`src/rtl/mem_refill_ctrl.sv`:
```
// mem_refill_ctrl: data-cache line write-back/refill FSM; define MEM_REFILL_PERF_COUNT_EN to enable the saturating miss_count
module mem_refill_ctrl #(
  parameter int DATA_WIDTH     = 32,
  parameter int ADDR_WIDTH     = 32,
  parameter int WORDS_PER_LINE = 4
) (
  input  logic                                 clk,
  input  logic                                 reset,
  input  logic                                 miss_valid,
  input  logic [ADDR_WIDTH-1:0]                miss_addr,
  input  logic                                 victim_dirty,
  input  logic [ADDR_WIDTH-1:0]                victim_addr,
  input  logic [WORDS_PER_LINE*DATA_WIDTH-1:0] victim_data,
  output logic                                 cache_miss,
  output logic                                 refill_we,
  output logic [$clog2(WORDS_PER_LINE)-1:0]    refill_idx,
  output logic [DATA_WIDTH-1:0]                refill_data,
  output logic                                 refill_done,
  output logic                                 mem_req,
  output logic                                 mem_we,
  output logic [ADDR_WIDTH-1:0]                mem_addr,
  output logic [DATA_WIDTH-1:0]                mem_wdata,
  input  logic                                 mem_ready,
  input  logic [DATA_WIDTH-1:0]                mem_rdata,
  output logic [31:0]                          miss_count
);
  localparam int IW = $clog2(WORDS_PER_LINE);
  localparam int LW = WORDS_PER_LINE * DATA_WIDTH;
  localparam logic [ADDR_WIDTH-1:0] LINE_MASK = ~ADDR_WIDTH'(LW / 8 - 1);
  localparam logic [1:0] IDLE = 2'd0, WRITEBACK = 2'd1, REFILL = 2'd2, DONE = 2'd3;
  logic [1:0] state_q, state_d;
  logic [IW-1:0] idx_q, idx_d;
  logic [ADDR_WIDTH-1:0] miss_base_q, victim_base_q;
  logic [LW-1:0] victim_data_q;
  logic beat, last;
  // Moore outputs from state; refill write strobe follows mem_ready in the same cycle
  always_comb begin
    mem_req     = (state_q == WRITEBACK) || (state_q == REFILL);
    mem_we      = state_q == WRITEBACK;
    mem_addr    = (mem_we ? victim_base_q : miss_base_q) + ADDR_WIDTH'({idx_q, 2'b00});
    mem_wdata   = victim_data_q[idx_q*DATA_WIDTH +: DATA_WIDTH];
    refill_we   = (state_q == REFILL) && mem_ready;
    refill_idx  = idx_q;
    refill_data = mem_rdata;
    refill_done = state_q == DONE;
    cache_miss  = miss_valid && !refill_done;
  end
  // next state: a beat completes on req&ready; index wraps to 0 after the last word
  always_comb begin
    beat    = mem_req && mem_ready;
    last    = beat && (&idx_q);
    idx_d   = (state_q == IDLE) ? '0 : beat ? idx_q + IW'(1) : idx_q;
    state_d = (state_q == IDLE)      ? (miss_valid ? (victim_dirty ? WRITEBACK : REFILL) : IDLE) :
              (state_q == WRITEBACK) ? (last ? REFILL : WRITEBACK) :
              (state_q == REFILL)    ? (last ? DONE : REFILL) : IDLE;
  end
  // state, beat index and line-aligned capture of the miss/victim at transaction start
  always_ff @(posedge clk) begin
    if (!reset) begin
      state_q       <= IDLE;
      idx_q         <= '0;
      miss_base_q   <= '0;
      victim_base_q <= '0;
      victim_data_q <= '0;
    end else begin
      state_q <= state_d;
      idx_q   <= idx_d;
      if (state_q == IDLE && miss_valid) begin
        miss_base_q   <= miss_addr & LINE_MASK;
        victim_base_q <= victim_addr & LINE_MASK;
        victim_data_q <= victim_data;
      end
    end
  end
`ifdef MEM_REFILL_PERF_COUNT_EN
  logic [31:0] miss_count_q;
  // completed refills, saturating at all-ones
  always_ff @(posedge clk) begin
    if (!reset) miss_count_q <= '0;
    else if (state_q == DONE && !(&miss_count_q)) miss_count_q <= miss_count_q + 32'd1;
  end
  assign miss_count = miss_count_q;
`else
  assign miss_count = 32'd0;
`endif
endmodule

```
`config.mk`:
```
export PLATFORM = sky130hd
export DESIGN_NAME = mem_refill_ctrl
export DESIGN_NICKNAME = d
export VERILOG_FILES = /design/src/rtl/mem_refill_ctrl.sv
export SDC_FILE = /design/constraint.sdc
export NUM_CORES = 1
export LEC_CHECK = 0
export ABC_CLOCK_PERIOD_IN_PS = 4000
export CAP_MARGIN = 20
export CORE_MARGIN = 4
export CORE_UTILIZATION = 47
export DETAILED_ROUTE_END_ITERATION = 8
export PLACE_DENSITY_LB_ADDON = 0.25
export SLEW_MARGIN = 10
export SYNTH_ARGS = -nofsm -noshare
export SYNTH_HDL_FRONTEND = slang
export SYNTH_SLANG_ARGS = --single-unit
```
`constraint.sdc`:
```
create_clock -name clk -period 4 [get_ports clk]
set_input_delay 0.8 -clock clk [delete_from_list [all_inputs] [get_ports clk]]
set_output_delay 0.8 -clock clk [all_outputs]
set_load 0.01 [all_outputs]
```
==> flow_metrics.tcl <==
set metrics [dict create \
    synthDistinctLibCells 25 \
    synth_edf_count 0 \
    cts-root-buf "clkbuf_16" \
    initial_core_util_pct 48.3 \
    relSlewSlack_pct 41.3 \
    viasPerCell 4.95 \
    outcome "complete, no violations" \
    reg2reg_depth 6 \
    hold_start "victim_data_q[65]$_SDFFE_PN0P_" \
    maxCapViolations 0 \
    max_freq_mhz 301 \
    pwr-share-clk_pct 36.4 \
    max-vdd-ir-drop_uv 301 \
    worstPathRequired_ps 3200 \
    dr.pass1.iters 4 \
    multi_input_comb_area_um2 4140 \
    clkSinkCount 188 \
    worst_slew_pin_slew_ps 881 \
    hp-class "reg -> reg" \
    holdBufCountCts 0 \
    syn_area_per_cell_um2 9.05 \
    cts_resized 0 \
    p_sw_share_pct 25.8 \
    post_cts_buffers 0 \
    grt_max_degree 112 \
    synthFlopType "dfxtp_1" \
    cp.arrival_ps 2520 \
    dpl.hpwl_mm 14.9 \
    place.gp.congestion 0.781 \
    postSynthCellCount 969 \
    route.detailed.drc 0 \
    p_comb_share_pct 17.9 \
    cpLargestDelayFamily "adder cells" \
    cts_max_path_buffers 2 \
    ant_nets 0 \
    antenna_found_initial 1 \
    first_global_vias 6683 \
    power_density_nw_per_um2 395 \
    grt_util_met3_pct 9.13 \
    wl_per_cell_um 15.8 \
    leakage_nw 4.40 \
    synth.top_cell.area_share_pct 42.9 \
    grtUsageTotal_pct 20.3 \
    period_share_pct 83.1 \
    ys_ff_latch 188 \
    finalHoldViolations 0 \
    endpoint_kind "primary output" \
    crit_type "reg -> out" \
    path_clk_slew_ps 70 \
    seq_area_um2 3770 \
    p_seq_share_pct 45.7 \
    drive_gt1_share_pct 8.53 \
    die_x_um 145 \
    diodes 0 \
    crit_path_max_incr_delay_ps 760 \
    min_path_cells 2 \
    r2r_start "state_q[0]$_SDFF_PN0_" \
    ys_seq_area_share_pct 42.9 \
    rsz0062_at_grt "no" \
    p_sw_mw 1.17 \
    met1_usage_pct 23.6 \
    cp-startpoint "state_q[1]$_SDFF_PN0_" \
    nets 1383 \
    setup_violations 0 \
    cp-start-kind "flip-flop" \
    syn-cell-area_um2 8770 \
    io_pins 364 \
    finClkSkew_ps 9.01 \
    period_needed_ps 3320 \
    die_h_um 145 \
    crit_cells 4 \
    fp.coreArea_um2 18100 \
    path_buf_inv 2 \
    num-fill-cells 1602 \
    drtIter0Drc 249 \
    p_int_mw 3.37 \
    crit_chain "inv_1 -> ha_2 -> mux2_2 -> clkdlybuf4s50_1" \
    vias 6885 \
    yosys-top-cells-area "dfxtp_1 43%, nand2_1 16%, a21boi_1 13%" \
    dieArea_um2 20900 \
    yosysTopAreaCell "dfxtp_1" \
    tritoncts "built" \
    grt.met2_usage_pct 34.5 \
    wl_mm 22.0 \
    io_buffers 257 \
    cts_max_level 4 \
    cpMaxStageDelayCell "ha_2" \
    numPlacedInstances 1359 \
    grt-ovfl-total 0 \
    area_growth_pct 31.3 \
    slew_viol_final 0 \
    fin_setup_tns_ps 0 \
    worstPathMaxFanout 30 \
    cts_buffers 17 \
    rows 49 \
    synthArstFlopShare_pct 0 \
    ys_warn_count 0 \
    clk-insertion-delay-late_ps 420 \
    grt_pass1_wl_mm 33.5 \
    stdcell_count 1390 \
    top_usage_layer "met2" \
]
-- area by class of cell --
type	count	area share (%)
Clock buffer	21	4.09
Tap cell	229	2.49
Sequential cell	188	32.7
Clock inverter	10	0.946
Inverter	4	0.130
Timing Repair Buffer	268	23.7
Multi-Input combinational cell	670	35.9
-- registers in the layout, indices dropped and copies added (netlist names) --
register,flops
victim_data_q,128
miss_base_q,28
victim_base_q,28
state_q,2
refill_idx,2
-- per-layer routing --
layer	wire [um]	share of wire [%]
met1	9020	41
met2	10600	48
met3	2020	9.2
met4	296	1.3
met5	11	0.050
-- tightest hold or removal path, cell delays in order, from the launching register on --
cell and delay [ps]:
dfxtp_1 310, nand2_1 50, a21boi_1 50
-- per-stage QoR --
| stage | power, mW | cell area, um2 | setup slack (ps) | util [%] | hold slack [ps] |
|---|---|---|---|---|---|
| floorplan | 2.63 | 8890 | 1900 | - | 430 |
| finish | 4.55 | 11500 | 678 | 63.4 | 450 |
| CTS | 4.60 | 11500 | 630 | 63.4 | 451 |
| global placement | 2.93 | 10900 | 994 | 60.2 | 436 |
| detailed placement | 2.94 | 10900 | 982 | 60.2 | 442 |
| global route | 4.77 | 11500 | 559 | 63.4 | 469 |
-- power by group through the flow --
stage,clock [mW],sequential (mW),combinational (mW)
floorplan,0,2.10,0.532
global placement,0,2.11,0.812
detailed placement,0,2.12,0.821
CTS,1.70,2.08,0.825
global route,1.78,2.09,0.895
finish,1.66,2.08,0.813
-- kinds of logic after synthesis --
logic type | count (synthesis) | share of synthesized area, %
xor+xnor | 1 | 0.0999
fa+ha+maj | 5 | 0.714
mux | 61 | 12.3
compound gates | 188 | 16.0
other cells | 1 | 0.0428
buf+inv | 144 | 11.4
simple gates | 381 | 16.5
flops | 188 | 42.9
-- synth_stat cells, drive strengths merged (2+ instances only) --
cell type	instances
a21boi	184
inv	4
o21ai	2
clkbuf	21
nand2	371
buf	119
ha	5
nor2	3
nand3	3
and2	2
dfxtp	188
mux2	28
mux4	32
-- cells in the final DEF (no fill, tap or decap), drive strengths merged --
master         instances
o21ai                  2
conb                  34
xor2                   1
ha                     5
nand2b                 1
and2                   2
nor2                   3
bufinv                 1
o311a                  1
clkinvlp               2
nor2b                  1
mux2                  28
nand3                  3
a21oi                  1
mux2i                  1
clkdlybuf4s50        256
buf                   12
clkinv                 4
inv                    7
dfxtp                188
clkbuf                21
a21boi               184
mux4                  32
nand2                371
-- path summary, 6_finish.rpt --
check	end	slack (ps)
max reg2reg	victim_data_q[91]$_SDFFE_PN0P_	2070
min	victim_data_q[65]$_SDFFE_PN0P_	450
min reg2reg	victim_data_q[65]$_SDFFE_PN0P_	450
max	mem_addr[18]	680
No activity file was read; power rests on OpenSTA's default activity.
